===== config.mk =====
export PLATFORM = sky130hd
export DESIGN_NAME = mult16_issue_ctrl_flat
export DESIGN_NICKNAME = d
export VERILOG_FILES = /design/src/rtl/mult16_issue_ctrl_if.sv /design/src/rtl/mult16_issue_ctrl.sv /design/src/flat_wrapper.sv
export SDC_FILE = /design/constraint.sdc
export NUM_CORES = 1
export LEC_CHECK = 0
export ABC_AREA = 1
export ABC_CLOCK_PERIOD_IN_PS = 5700
export BUFFER_PORTS_ARGS = -buffer_cell sky130_fd_sc_hd__buf_2
export CORE_UTILIZATION = 35
export DETAILED_ROUTE_END_ITERATION = 16
export SYNTH_ARGS = -nofsm -noshare
export SYNTH_HDL_FRONTEND = slang
export SYNTH_SLANG_ARGS = --single-unit

===== constraint.sdc =====
create_clock -name clk -period 5.7 [get_ports clk]
set_input_delay 0.285 -clock clk [delete_from_list [all_inputs] [get_ports clk]]
set_output_delay 0.285 -clock clk [all_outputs]
set_load 0.01 [all_outputs]

===== src/rtl/mult16_issue_ctrl_if.sv =====
// ---------------------------------------------------------------------------
// mult16_issue_ctrl_if
//   Bundles every handshake, multiplier and status signal of
//   mult16_issue_ctrl so the controller and its environment share one
//   connection.
//
//   Parameter DEPTH sizes fifo_count to $clog2(DEPTH)+1 bits. It must match
//   the DEPTH of the controller attached to the slave modport.
//
//   Signal groups:
//     operand in : in_valid, in_ready, in_a[15:0], in_b[15:0]
//     multiplier : mul_start, mul_ain[15:0], mul_bin[15:0],
//                  mul_yout[31:0], mul_done
//     result out : res_valid, res_ready, res_data[31:0], res_err
//     status     : busy, fifo_count
//
//   Modports:
//     slave  - the issue controller
//     master - the environment: operand source, multiplier and result sink
// ---------------------------------------------------------------------------
interface mult16_issue_ctrl_if #(
  parameter int DEPTH = 4
);
  localparam int CW = $clog2(DEPTH) + 1;

  logic          in_valid;
  logic          in_ready;
  logic [15:0]   in_a;
  logic [15:0]   in_b;

  logic          mul_start;
  logic [15:0]   mul_ain;
  logic [15:0]   mul_bin;
  logic [31:0]   mul_yout;
  logic          mul_done;

  logic          res_valid;
  logic          res_ready;
  logic [31:0]   res_data;
  logic          res_err;

  logic          busy;
  logic [CW-1:0] fifo_count;

  modport slave (
    input  in_valid, in_a, in_b, mul_yout, mul_done, res_ready,
    output in_ready, mul_start, mul_ain, mul_bin,
           res_valid, res_data, res_err, busy, fifo_count
  );

  modport master (
    output in_valid, in_a, in_b, mul_yout, mul_done, res_ready,
    input  in_ready, mul_start, mul_ain, mul_bin,
           res_valid, res_data, res_err, busy, fifo_count
  );
endinterface


===== src/rtl/mult16_issue_ctrl.sv =====
// ---------------------------------------------------------------------------
// mult16_issue_ctrl
//   Sequences the operands for a 16-bit shift-add multiplier and collects
//   its results. Operand pairs are queued in a DEPTH-entry FIFO. Pairs are
//   issued one at a time with a single-cycle mul_start. Each 32-bit product
//   is returned on a valid/ready result port. Only one result is
//   outstanding at a time, so results leave in push order.
//
//   Ports:
//     clk  - system clock, rising edge
//     rst  - asynchronous, active-high reset
//     bus  - mult16_issue_ctrl_if.slave: operand input, multiplier
//            start/operands/product/done, result output, busy, fifo_count
//
//   Parameters:
//     DEPTH       - operand FIFO depth. Must be a power of 2 and >= 2.
//     TIMEOUT_CYC - WAIT-state cycle limit. Used only with the timeout build.
//
//   Build option:
//     MULT16_ISSUE_TIMEOUT_EN - when defined, a stalled multiplier is
//       abandoned after TIMEOUT_CYC WAIT cycles. The block then returns
//       res_data=0 with res_err=1. When undefined, WAIT is unbounded and
//       res_err is tied to 0.
// ---------------------------------------------------------------------------
module mult16_issue_ctrl #(
  parameter int DEPTH       = 4,
  parameter int TIMEOUT_CYC = 64
) (
  input logic               clk,
  input logic               rst,
  mult16_issue_ctrl_if.slave bus
);
  localparam int AW = $clog2(DEPTH);
  localparam int CW = AW + 1;

  if (DEPTH < 2 || (DEPTH & (DEPTH - 1)) != 0 || TIMEOUT_CYC < 1) begin : g_bad_params
    $error("mult16_issue_ctrl: DEPTH must be a power of 2 >= 2, TIMEOUT_CYC >= 1");
  end

  typedef enum logic [2:0] {
    S_IDLE,
    S_ISSUE,
    S_WAIT,
    S_CAPT,
    S_OUT
  } state_t;

  state_t        state, state_nxt;
  logic [31:0]   fifo_mem [DEPTH];
  logic [AW-1:0] wr_ptr, rd_ptr;
  logic [CW-1:0] count;
  logic          push, pop;
  logic          wait_first;
  logic          timeout;
  logic [15:0]   ain_q, bin_q;
  logic          res_valid_q;
  logic [31:0]   res_data_q;

  assign bus.in_ready   = ~rst & (count != CW'(DEPTH));
  assign push           = bus.in_valid & bus.in_ready;
  assign bus.fifo_count = count;
  assign bus.busy       = (state != S_IDLE);
  assign bus.mul_start  = (state == S_ISSUE);
  assign bus.mul_ain    = ain_q;
  assign bus.mul_bin    = bin_q;
  assign bus.res_valid  = res_valid_q;
  assign bus.res_data   = res_data_q;

  // NOTE: storage is deliberately not reset. Entries are only read after a
  // push has written them, and leaving reset off lets the array map onto
  // plain memory cells.
  always_ff @(posedge clk) begin
    if (push) fifo_mem[wr_ptr] <= {bus.in_a, bus.in_b};
  end

  // NOTE: clocked state uses non-blocking assignments only. Every register
  // then samples pre-edge values, regardless of process ordering.
  always_ff @(posedge clk or posedge rst) begin
    if (rst) begin
      wr_ptr <= '0;
      rd_ptr <= '0;
      count  <= '0;
    end else begin
      // Pointers are AW bits wide, so they wrap modulo DEPTH on their own.
      if (push) wr_ptr <= wr_ptr + AW'(1);
      if (pop)  rd_ptr <= rd_ptr + AW'(1);
      case ({push, pop})
        2'b10:   count <= count + CW'(1);
        2'b01:   count <= count - CW'(1);
        default: count <= count;
      endcase
    end
  end

`ifdef MULT16_ISSUE_TIMEOUT_EN
  localparam int TW = $clog2(TIMEOUT_CYC + 1);
  logic [TW-1:0] wait_cnt;
  logic          res_err_q;

  // The counter is held at zero outside WAIT, so every entry starts fresh.
  always_ff @(posedge clk or posedge rst) begin
    if (rst)                  wait_cnt <= '0;
    else if (state != S_WAIT) wait_cnt <= '0;
    else                      wait_cnt <= wait_cnt + TW'(1);
  end

  always_ff @(posedge clk or posedge rst) begin
    if (rst)                  res_err_q <= 1'b0;
    else if (state == S_CAPT) res_err_q <= 1'b0;
    else if (timeout)         res_err_q <= 1'b1;
  end

  assign bus.res_err = res_err_q;
`else
  assign bus.res_err = 1'b0;
`endif

  // NOTE: every output of this block gets a default before the case. This
  // avoids latches on paths where a branch leaves a signal unassigned.
  always_comb begin
    state_nxt = state;
    pop       = 1'b0;
    timeout   = 1'b0;
    case (state)
      S_IDLE: begin
        if (count != '0) begin
          pop       = 1'b1;
          state_nxt = S_ISSUE;
        end
      end
      S_ISSUE: state_nxt = S_WAIT;
      S_WAIT: begin
        // A done left high by the previous operation may still be visible
        // in the first WAIT cycle, so it is ignored there.
        if (!wait_first && bus.mul_done) begin
          state_nxt = S_CAPT;
        end
`ifdef MULT16_ISSUE_TIMEOUT_EN
        else if (wait_cnt == TW'(TIMEOUT_CYC - 1)) begin
          timeout   = 1'b1;
          state_nxt = S_OUT;
        end
`endif
      end
      S_CAPT: state_nxt = S_OUT;
      S_OUT: begin
        if (bus.res_ready) state_nxt = S_IDLE;
      end
      default: state_nxt = S_IDLE;
    endcase
  end

  always_ff @(posedge clk or posedge rst) begin
    if (rst) begin
      state      <= S_IDLE;
      wait_first <= 1'b0;
      ain_q      <= '0;
      bin_q      <= '0;
    end else begin
      state      <= state_nxt;
      wait_first <= (state == S_ISSUE);
      if (pop) {ain_q, bin_q} <= fifo_mem[rd_ptr];
    end
  end

  // The product is taken in CAPT, one edge after done is first seen. That
  // is the first edge at which the multiplier guarantees mul_yout.
  always_ff @(posedge clk or posedge rst) begin
    if (rst) begin
      res_valid_q <= 1'b0;
      res_data_q  <= '0;
    end else if (state == S_CAPT) begin
      res_valid_q <= 1'b1;
      res_data_q  <= bus.mul_yout;
    end else if (timeout) begin
      res_valid_q <= 1'b1;
      res_data_q  <= '0;
    end else if (state == S_OUT && bus.res_ready) begin
      res_valid_q <= 1'b0;
    end
  end
endmodule


===== src/flat_wrapper.sv =====
// flat-port wrapper written by rule: the top's interface ports become plain ports
module mult16_issue_ctrl_flat 
#(
  parameter int DEPTH       = 4,
  parameter int TIMEOUT_CYC = 64
)
  (clk, rst, bus_in_valid, bus_in_a, bus_in_b, bus_mul_yout, bus_mul_done, bus_res_ready, bus_in_ready, bus_mul_start, bus_mul_ain, bus_mul_bin, bus_res_valid, bus_res_data, bus_res_err, bus_busy, bus_fifo_count);
  mult16_issue_ctrl_if #(.DEPTH(DEPTH)) bus_i ();
  input logic clk;
  input logic rst;
  input wire logic [$bits(bus_i.in_valid)-1:0] bus_in_valid;
  input wire logic [$bits(bus_i.in_a)-1:0] bus_in_a;
  input wire logic [$bits(bus_i.in_b)-1:0] bus_in_b;
  input wire logic [$bits(bus_i.mul_yout)-1:0] bus_mul_yout;
  input wire logic [$bits(bus_i.mul_done)-1:0] bus_mul_done;
  input wire logic [$bits(bus_i.res_ready)-1:0] bus_res_ready;
  output wire logic [$bits(bus_i.in_ready)-1:0] bus_in_ready;
  output wire logic [$bits(bus_i.mul_start)-1:0] bus_mul_start;
  output wire logic [$bits(bus_i.mul_ain)-1:0] bus_mul_ain;
  output wire logic [$bits(bus_i.mul_bin)-1:0] bus_mul_bin;
  output wire logic [$bits(bus_i.res_valid)-1:0] bus_res_valid;
  output wire logic [$bits(bus_i.res_data)-1:0] bus_res_data;
  output wire logic [$bits(bus_i.res_err)-1:0] bus_res_err;
  output wire logic [$bits(bus_i.busy)-1:0] bus_busy;
  output wire logic [$bits(bus_i.fifo_count)-1:0] bus_fifo_count;
  assign bus_i.in_valid = bus_in_valid;
  assign bus_i.in_a = bus_in_a;
  assign bus_i.in_b = bus_in_b;
  assign bus_i.mul_yout = bus_mul_yout;
  assign bus_i.mul_done = bus_mul_done;
  assign bus_i.res_ready = bus_res_ready;
  assign bus_in_ready = bus_i.in_ready;
  assign bus_mul_start = bus_i.mul_start;
  assign bus_mul_ain = bus_i.mul_ain;
  assign bus_mul_bin = bus_i.mul_bin;
  assign bus_res_valid = bus_i.res_valid;
  assign bus_res_data = bus_i.res_data;
  assign bus_res_err = bus_i.res_err;
  assign bus_busy = bus_i.busy;
  assign bus_fifo_count = bus_i.fifo_count;
  mult16_issue_ctrl #(.DEPTH(DEPTH), .TIMEOUT_CYC(TIMEOUT_CYC)) u_core (.clk(clk), .rst(rst), .bus(bus_i));
endmodule

# Word level (Yosys, flattened, before mapping)
# Memory sizes are Yosys's and may differ from the RTL's. A register that Yosys moved wholly into a read port is not among the register bits.
# Index checks and enable logic that the tools add are counted.
dict set report totals {
  reg_bits 44
  ram_bits 128
  n_memories 1
  output_inout_bits 72
}
dict set report op_classes {
  n_reduce_logical 9
  mux 11
  add_sub_neg 4
  n_eq_ne 10
  bitwise_logic 3
}
# memory depth word_bits read_ports rd_ports_with_merged_regs write_ports line_no
set memory_table {}
lappend memory_table {u_core.fifo_mem 4 32 1 1 1 mult16_issue_ctrl.sv:49} ;# logic [31:0] fifo_mem [DEPTH];
# op count
set op_table {}
lappend op_table {{$pmux 3 s5} 1}
lappend op_table {{$mux 3} 3}
lappend op_table {{$eq 3x2->1 const B} 2}
lappend op_table {{$mux 1} 6}
lappend op_table {{$pmux 3 s2} 1}
lappend op_table {{$reduce_bool 3->1} 2}
lappend op_table {{$add 2x1->2 const B} 2}
lappend op_table {{$ne 2x1->1 const B} 2}
lappend op_table {{$reduce_bool 2->1} 2}
lappend op_table {{$add 3x1->3 const B} 1}
lappend op_table {{$eq 3x1->1 const B} 1}
lappend op_table {{$eq 3x3->1 const B} 1}
lappend op_table {{$logic_not 3->1} 1}
lappend op_table {{$ne 3x3->1 const B} 1}
lappend op_table {{$reduce_and 3->1} 1}
lappend op_table {{$sub 3x1->3 const B} 1}
lappend op_table {{$and 1x1->1} 2}
lappend op_table {{$eq 2x1->1 const B} 1}
lappend op_table {{$eq 2x2->1 const B} 1}
lappend op_table {{$logic_and 1x1->1} 2}
lappend op_table {{$ne 2x2->1 const B} 1}
lappend op_table {{$logic_not 1->1} 1}
lappend op_table {{$not 1->1} 1}

# Longest topological paths before layout
# Gate-level depths: netlist of run 1.
dict set report depth {
  ltp_word 5
  depth_mapped 12
  mapped_depth_nobuf 11
}

# Least setup slack after synthesis of run 1
# No wires, ideal clock.
dict set report synth_timing {
  path_kind {input -> register}
  from {in rst}
  to {mem u_core.fifo_mem[0][0], enable pin}
  arrival_time_ps 3778
  cell_stages 3
  setup_time_ps 421
  setup_slack_ps 1501
  required_time_ps 5279
  path_cell_list {inv_1 > nand3_2 > nor2_1}
}
dict set report synth_via {
  elab_chain_len 5
}
# element line_no
set synth_rtl {}
lappend synth_rtl {{start, declared} flat_wrapper.sv:10} ;# input logic rst;
lappend synth_rtl {{$not 1->1} mult16_issue_ctrl.sv:59} ;# assign bus.in_ready = ~rst & (count != CW'(DEPTH));
lappend synth_rtl {{$and 1x1->1} mult16_issue_ctrl.sv:59}
lappend synth_rtl {{$and 1x1->1} mult16_issue_ctrl.sv:60} ;# assign push = bus.in_valid & bus.in_ready;
lappend synth_rtl {{$mux 1} mult16_issue_ctrl.sv:73} ;# if (push) fifo_mem[wr_ptr] <= {bus.in_a, bus.in_b};
lappend synth_rtl {{$mux 1 (not written as such)} mult16_issue_ctrl.sv:73}
lappend synth_rtl {{end, declared} mult16_issue_ctrl.sv:49}
# No other way between the ends.

# Worst setup path in the final report of run 1
dict set report layout_timing {
  from {in rst}
  to {mem u_core.fifo_mem[3][6], enable pin}
}
# The elaborated chain is that of the path after synthesis.

==> results of run 1 <==
## per-layer routing
layer  vias to the layer above  routed length, µm
li1                       2915                  -
met4                         0                299
met1                      2611               8100
met2                       131               8180
met3                        23               1060
met5                         -                  0
## area by class of cell
type	instances	area, µm²	share of cell area
clock buffer	32	639	0.0619
sequential	204	5750	0.557
antenna	2	5.00	0.000485
inverter	181	682	0.0660
timing repair buffer	155	848	0.0821
multi-input combinational	436	1940	0.188
clock inverter	8	63.8	0.00618
tap	319	399	0.0386
## worst max-delay path: stages
cell and delay (ns):
dlygate4sd3_1 0.53, buf_2 0.14, inv_4 0.26, nand3_2 0.32, nor2_4 0.90
## path summary, 6_finish.rpt
path                                                   from                                   end  slack [ns]
max                                                     rst       u_core.fifo_mem[3][6]$_DFFE_PP_        3.34
min                                             bus_in_b[2]       u_core.fifo_mem[2][2]$_DFFE_PP_        0.01
max reg2reg                     u_core.state[0]$_DFFE_PP0P_  u_core.bus.fifo_count[2]$_DFFE_PP0P_        3.41
min reg2reg                u_core.bus.res_valid$_DFFE_PP0P_      u_core.bus.res_valid$_DFFE_PP0P_        0.46
max in group asynchronous                               rst          u_core.rd_ptr[0]$_DFFE_PP0P_        4.34
min in group asynchronous                               rst    u_core.bus.res_data[1]$_DFFE_PP0P_        0.31
## where the power goes
group,internal [mW],switching [mW]
Combinational,0.613,1.16
Clock,0.822,0.552
Sequential,1.96,0.207
Total,3.39,1.92
## cell families after synthesis
group           after synthesis  synth area share
simple gates                389             0.188
buf+inv                     216             0.105
flops                       204             0.671
compound gates               37            0.0221
fa+ha+maj                     6           0.00965
xor+xnor                      3           0.00307
other cells                   1          0.000438
## what timing repair did
item,CTS,global route
hold buffers,13,0
setup endpoints to repair,0,0
hold endpoints to repair,70,0
## flip-flops by register name (all words and copies together) (netlist names)
name                   count
u_core.bus.fifo_count      3
u_core.wait_first          1
u_core.bus.res_valid       1
u_core.bus.mul_bin        16
u_core.rd_ptr              2
u_core.bus.mul_ain        16
u_core.fifo_mem          128
u_core.bus.res_data       32
u_core.wr_ptr              2
u_core.state               3
## per-stage QoR
stage | cells | utilization | setup WS, ns | area (µm²)
2_1_floorplan | 856 | - | 1.50 | 8560
6_report | 1337 | 0.435 | 3.34 | 10300
5_1_grt | 1336 | 0.435 | 3.14 | 10300
4_1_cts | 1335 | 0.435 | 3.29 | 10300
3_5_place_dp | 1282 | 0.400 | 3.31 | 9490
3_3_place_gp | 1282 | 0.400 | 3.31 | 9490
## layout by cell type (no fill, tap or decap), types with 6 or more instances in the layout
| master | instances |
|---|---|
| clkbuf_1 | 6 |
| buf_2 | 139 |
| edfxtp_1 | 128 |
| clkinv_2 | 6 |
| dlygate4sd3_1 | 13 |
| o21ai_0 | 24 |
| dfrtp_1 | 74 |
| o21ai_1 | 11 |
| nand3_1 | 68 |
| nand2_1 | 304 |
| inv_1 | 178 |
| clkbuf_16 | 23 |
==> impl_metrics.toml, run 1 <==
[outcome]
status = "completed"

[yosys]
synth.top_cell.area_share = 0.449
synth_seq_cells = 204
async_reset_ff_frac = 0.373
yosysMostFrequentCell = "nand2_1"
syn-num-nets = 931
synth_area_leaders = "edfxtp_1 45%, dfrtp_1 22%, nand2_1 13%, inv_1 7.8%, nand3_1 4.0%"
seq_area_frac_synth = 0.671
syn_area_um2 = 8560
synth-edff-count = 128
yosys_warnings = 0
synthCells = 856
syn_area_per_cell_um2 = 10.0
synth_top_area_cell = "edfxtp_1"
synth_ff_type = "edfxtp_1"
synth_cell_types = 28
synthTopCellsByCount = "304 x nand2_1, 179 x inv_1, 128 x edfxtp_1"

[timing]
finalSetupTns_ns = 0
rsz0062_at_grt = "false"
setup_viol = 0
drv_slew = 0
max_slew_margin = 0.209
final-hold-violation-count = 0
whs_ns = 0.0136
worst_pin_slew_ns = 1.18
skew_ns = 0.00660
period_needed_ns = 2.36
period_share = 0.414
fmax_mhz = 424

[global_routing]
track_usage = 0.144
grt_max_degree = 67
grt_use_met2 = 0.246
grt_pass1_vias = 5511
top_usage_layer = "met2"
overflow = 0
use_met3 = 0.0327
use_met1 = 0.184
antenna_found_initial = 2
grt_pass1_wl_mm = 28.1

[floorplan]
ios = 141
core_area_um2 = 23800
die_w_um = 158
die_area_um2 = 25100
rows = 56
start_util = 0.360
die_h_um = 158

[clocking]
cts_buffers = 22
postCtsSetupRepairBufs = 0
clkSlewWorstSetupHoldPaths_ns = 0.06
root_buffer = "clkbuf_16"
cts_resized = 0
h-tree-depth = 1
clk_latency_ns = 0.50
cts_tree = "built"
clock_path_buffers = 3
cts.sinks = 204

[cells_and_area]
nNetsFinal = 1075
drive_gt1_frac = 0.189
nFillCells = 2264
syn_to_final_growth_pct = 20.7

[critical_path]
critPathRequiredTime_ns = 5.81
cp.arrival_ns = 2.47
path_max_fanout = 32
start_kind = "primary input"
rr_worst_depth = 9
endpoint_kind = "flop"
critical_path_class = "primary input to flop"

[placed_design]
place_congestion = 0.750
portBuffers = 139
hpwl_mm = 10.9

[route]
dr_total_vias = 5680
drc = 0
first_pass_iters = 4
wirelength_mm = 17.6
wire_per_inst_um = 13.2
drt_iter0_drc = 357
postRouteAntennaNets = 0
viasPerCell = 4.25

[power]
p_total_mw = 5.31
p_per_area_nw_per_um2 = 514
power_leakage_nw = 5.14
peakVddDrop_mv = 0.235

[job]
max-cap-violations = 0

[worst_hold_path]
hold_path_class = "primary input to flop"
min_path_cells = 1
No activity file was read; power rests on OpenSTA's default activity.
==> run 2, diff against run 1 <==
Settings changed: ABC_AREA 1 to 0, ABC_CLOCK_PERIOD_IN_PS 5700 to 2200.
Clock period 5.7 ns to 2.2 ns, I/O delays scaled along.
==> run 2 against run 1 <==
  * Setup slack lost 3.1 ns
  * First-iteration DRC count down 73%
  * Combinational power increased to 2.7 times the previous value
  * Non-clock buffer count increased by 70
==> impl_metrics.toml, run 2 <==
[worst_hold_path]
min_path_cells = 5
hold_end = "u_core.wr_ptr[0]$_DFFE_PP0P_"
hold_path_class = "primary input to flop"
min_from = "bus_in_valid"

[yosys]
syn_area_per_cell_um2 = 21.3
synth_area_leaders = "edfxtp_1 49%, dfrtp_1 24%, mux4_2 9.3%, mux2_4 5.4%, mux2_2 4.9%"
synth-edff-count = 128
syn_area_um2 = 7780
syn-num-nets = 441
yosys_warnings = 0
synth_ff_type = "edfxtp_1"
yosysMostFrequentCell = "edfxtp_1"
synth_seq_cells = 204
synth_cell_types = 32
synthTopCellsByCount = "128 x edfxtp_1, 76 x dfrtp_1, 34 x mux2_2"
synth.top_cell.area_share = 0.494
seq_area_frac_synth = 0.739
synthCells = 366
synth_top_area_cell = "edfxtp_1"
async_reset_ff_frac = 0.373

[power]
power_leakage_nw = 4.11
peakVddDrop_mv = 0.724
p_per_area_nw_per_um2 = 1370
p_total_mw = 14.2

[clocking]
h-tree-depth = 1
cts_tree = "built"
clock_path_buffers = 3
clk_latency_ns = 0.50
root_buffer = "clkbuf_16"
cts_buffers = 22
cts.sinks = 204
clkSlewWorstSetupHoldPaths_ns = 0.06

[timing]
rsz0062_at_grt = "false"
fin_ws_ns = 0.243
drv_slew = 0
final-hold-violation-count = 0
whs_ns = 0.126
max_slew_margin = 0.561
period_share = 0.889
skew_ns = 0.0186
period_needed_ns = 1.96
setup_viol = 0
fmax_mhz = 511
worst_pin_slew_ns = 0.659

[critical_path]
critical_path_class = "flop to flop"
r2r-start = "u_core.state[1]$_DFFE_PP0P_"
endpoint_kind = "flop"
critPathRequiredTime_ns = 2.63
path_max_fanout = 3
cp.arrival_ns = 2.38
r2r-end = "u_core.bus.fifo_count[2]$_DFFE_PP0P_"
start_kind = "flop"
rr_worst_depth = 8
reg2reg_slack_ns = 0.24

[placed_design]
place_congestion = 0.758
place_ws_ns = 0.250
hpwl_mm = 8.98
portBuffers = 139

[global_routing]
track_usage = 0.133
grt_max_degree = 51
grt_pass1_wl_mm = 22.8
antenna_found_initial = 0
overflow = 0
grt_pass1_vias = 4365

[route]
wire_per_inst_um = 16.9
dr_total_vias = 4116
postRouteAntennaNets = 0
viasPerCell = 4.60
first_pass_iters = 4
wirelength_mm = 15.1
drc = 0
drt_iter0_drc = 97

[floorplan]
core_area_um2 = 21800
die_w_um = 151
ios = 141
rows = 54
die_area_um2 = 22800
die_h_um = 151
start_util = 0.356

[cells_and_area]
seq_area_um2 = 5750
layout_common_cells = "139 x buf_2, 128 x edfxtp_1, 74 x dfrtp_1, 67 x dlygate4sd3_1, 34 x mux2_2"
regMostFlops = "u_core.fifo_mem"
final_common_cell = "buf_2"
nFillCells = 1858
multiInputGateArea_um2 = 1900
nNetsFinal = 673
largest_reg_flops = 128
diodes = 0
drive_gt1_frac = 0.482
syn_to_final_growth_pct = 32.7

[outcome]
status = "completed"

[job]
max-cap-violations = 0
## run 2: stage by stage
stage	TNS [ns]	std cells	util	area [µm²]
after CTS	0	894	0.473	10300
after floorplan	-0.0480	366	-	7800
after global placement	0	787	0.408	8910
after global routing	0	894	0.473	10300
after detailed placement	0	787	0.408	8910
final	0	894	0.473	10300
## run 2: kinds of logic (layout without fill, tap and decap cells)
group,after synthesis,in the layout,share of synthesized area
AO/OA/AOI/OAI,5,5,0.00466
XOR/XNOR,7,7,0.00788
adder cells (fa/ha/maj),6,6,0.0106
buffers and inverters,26,274,0.0198
flip-flops,204,204,0.739
multiplexers,98,98,0.202
other,1,1,0.000482
AND/OR/NAND/NOR,19,19,0.0166
## run 2: final cells by class
type | count | share of cell area
clock buffers | 34 | 0.0647
well taps | 280 | 0.0339
multi-input cells | 136 | 0.184
inverters | 9 | 0.00339
clock inverters | 6 | 0.00751
repair buffers | 225 | 0.150
flip-flops and latches | 204 | 0.557
## run 2: how the worst max path moves through the flow
stage	start	endpoint	slack, ns	depth (start not counted)
floorplan	u_core.state[1]$_DFFE_PP0P_	u_core.bus.fifo_count[2]$_DFFE_PP0P_	-0.05	10
global placement	u_core.state[1]$_DFFE_PP0P_	u_core.bus.fifo_count[2]$_DFFE_PP0P_	0.26	8
detailed placement	u_core.state[1]$_DFFE_PP0P_	u_core.bus.fifo_count[2]$_DFFE_PP0P_	0.25	8
CTS	u_core.state[1]$_DFFE_PP0P_	u_core.bus.fifo_count[2]$_DFFE_PP0P_	0.23	8
global route	u_core.state[1]$_DFFE_PP0P_	u_core.bus.fifo_count[2]$_DFFE_PP0P_	0.14	8
finish	u_core.state[1]$_DFFE_PP0P_	u_core.bus.fifo_count[2]$_DFFE_PP0P_	0.24	8
## run 2: repair_timing
action / CTS / global route
gates resized for setup: 0 / 0
hold buffers: 67 / 0
hold endpoints to repair: 239 / 0
buffers inserted: 0 / 0
## run 2: critical path, stage by stage, from the launching register on
cell and delay, ns:
dfrtp_1 0.37, or3_4 0.43, nor2_8 0.15, ha_4 0.14, inv_1 0.05, fa_2 0.33
xor2_1 0.15, nor2_1 0.12, xor2_1 0.14
## run 2: power by group
part           internal [mW]  switching, mW
sequential              5.12          0.490
clock                   2.32           1.41
combinational           2.70           2.14
total                   10.1           4.03
## run 2: per-layer routing
metal | GRT usage | vias to the layer above | routed length [µm]
met5 | 0 | - | 0
met1 | 0.162 | 2092 | 6390
met3 | 0.0280 | 27 | 817
met4 | 0.0395 | 0 | 275
met2 | 0.237 | 113 | 7650
li1 | - | 1884 | -
==> run 3, diff against run 2 <==
Settings changed: ABC_CLOCK_PERIOD_IN_PS 2200 to 2000.
Clock period 2.2 ns to 2 ns, I/O delays scaled along.
==> run 3 against run 2 <==
  * Clock-buffer cell count fell by 1
  * Setup slack got worse by 0.17 ns
  * Critical path depth did not move
  * Total power rose by 12%
  * Sequential power rose by 9.4%
==> impl_metrics.toml, run 3 (synthesis results as in run 2) <==
[outcome]
status = "completed"

[cells_and_area]
drive_gt1_frac = 0.489
regMostFlops = "u_core.fifo_mem"
diodes = 0
fin_util = 0.478
nFillCells = 1826
nNetsFinal = 677
layout_common_cells = "139 x buf_2, 128 x edfxtp_1, 74 x dfrtp_1, 67 x dlygate4sd3_1, 34 x mux2_2"
syn_to_final_growth_pct = 34.1
final_common_cell = "buf_2"
largest_reg_flops = 128

[floorplan]
ios = 141
die_h_um = 151
die_area_um2 = 22800
core_area_um2 = 21800
start_util = 0.356
rows = 54
die_w_um = 151

[clocking]
postCtsSetupRepairBufs = 0
clk_latency_ns = 0.49
h-tree-depth = 1
cts.sinks = 204
root_buffer = "clkbuf_16"
cts_tree = "built"
clock_path_buffers = 3
clkSlewWorstSetupHoldPaths_ns = 0.06
cts_buffers = 23

[timing]
fmax_mhz = 518
drv_slew = 0
final-hold-violation-count = 0
rsz0062_at_grt = "false"
period_needed_ns = 1.93
skew_ns = 0.0105
period_share = 0.965
setup_viol = 0

[route]
dr_total_vias = 4104
first_pass_iters = 4
wirelength_mm = 15.3
drc = 0
wire_per_inst_um = 17.1
drt_iter0_drc = 207
viasPerCell = 4.58
postRouteAntennaNets = 0

[critical_path]
path_buf_inv = 1
cp_slowest_cell = "or3_4"
slowest_delay_ns = 0.43
critPathRequiredTime_ns = 2.41
cp.arrival_ns = 2.34
endpoint_kind = "flop"
path_delay_family = "simple AND/OR/NAND/NOR gates"
critical_path_class = "flop to flop"
start_kind = "flop"
critPathMostFrequentCell = "xor2_1"
crit_chain = "or3_4 > nor2_8 > ha_4 > inv_2 > fa_2 > xor2_1 > nor2_1 > xor2_1"
path_max_fanout = 3

[worst_hold_path]
hold_path_class = "primary input to asynchronous set/reset pin"

[global_routing]
grt_pass1_wl_mm = 23.6
overflow = 0
grt_max_degree = 50
track_usage = 0.138
antenna_found_initial = 0
grt_pass1_vias = 4418

[placed_design]
portBuffers = 139
hpwl_mm = 9.34
place_congestion = 0.700

[power]
p_per_area_nw_per_um2 = 1520
peakVddDrop_mv = 0.761
power_leakage_nw = 4.15
p_total_mw = 15.8

[job]
max-cap-violations = 0
## run 3: layer usage
layer / vias to the layer above / GRT usage / share of wire
met5: - / 0 / 0
met4: 0 / 0.0345 / 0.016
met3: 22 / 0.0304 / 0.053
met2: 119 / 0.255 / 0.51
met1: 2071 / 0.161 / 0.42
li1: 1892 / - / -
## run 3: metrics by stage
step	worst slack [ns]	TNS (ns)	std cells	instance area (µm²)	hold WS, ns
2_1_floorplan	-0.241	-0.368	366	7810	0.199
3_3_place_gp	0.0671	0	790	9000	0.0170
3_5_place_dp	0.0408	0	790	9000	0.0145
4_1_cts	0.0251	0	897	10400	0.0531
5_1_grt	0.0108	0	897	10400	0.0664
6_report	0.0705	0	897	10400	0.0673
## run 3: power by group
part / leakage (nW) / internal, mW / switching [mW]
logic: 1.72 / 3.03 / 2.45
registers: 2.05 / 5.63 / 0.511
clock network: 0.375 / 2.64 / 1.55
## run 3: path summary, 6_finish.rpt
path / start / cells past startpoint / slack (ns) / endpoint
setup reg to reg: u_core.state[0]$_DFFE_PP0P_ / 8 / 0.07 / u_core.bus.fifo_count[2]$_DFFE_PP0P_
min in group clk: bus_in_valid / 5 / 0.13 / u_core.wr_ptr[0]$_DFFE_PP0P_
hold / removal: rst / 3 / 0.07 / u_core.bus.mul_bin[7]$_DFFE_PP0P_
setup / recovery: u_core.state[0]$_DFFE_PP0P_ / 8 / 0.07 / u_core.bus.fifo_count[2]$_DFFE_PP0P_
max in group asynchronous: rst / 4 / 1.34 / u_core.rd_ptr[0]$_DFFE_PP0P_
hold reg to reg: u_core.bus.mul_ain[13]$_DFFE_PP0P_ / 1 / 0.48 / u_core.bus.mul_ain[13]$_DFFE_PP0P_
## run 3: final cells by class
class	instances	area, µm²	share of cell area
clock inverters	7	109	0.0104
multi-input cells	136	1900	0.182
well taps	280	350	0.0336
inverters	9	37.5	0.00360
repair buffers	228	1630	0.156
flip-flops and latches	204	5750	0.551
clock buffers	33	653	0.0626
## run 3: tightest hold or removal path, delay by kind of cell
family | cells | cell delay [ns]
buffers and inverters | 3 | 0.78
## run 3: timing repair
| action | 4_1_cts | 5_1_grt |
|---|---|---|
| hold endpoints to repair | 239 | 0 |
| resized for setup | 0 | 0 |
| endpoints found under the setup margin | 0 | 1 |
| hold buffers | 67 | 0 |
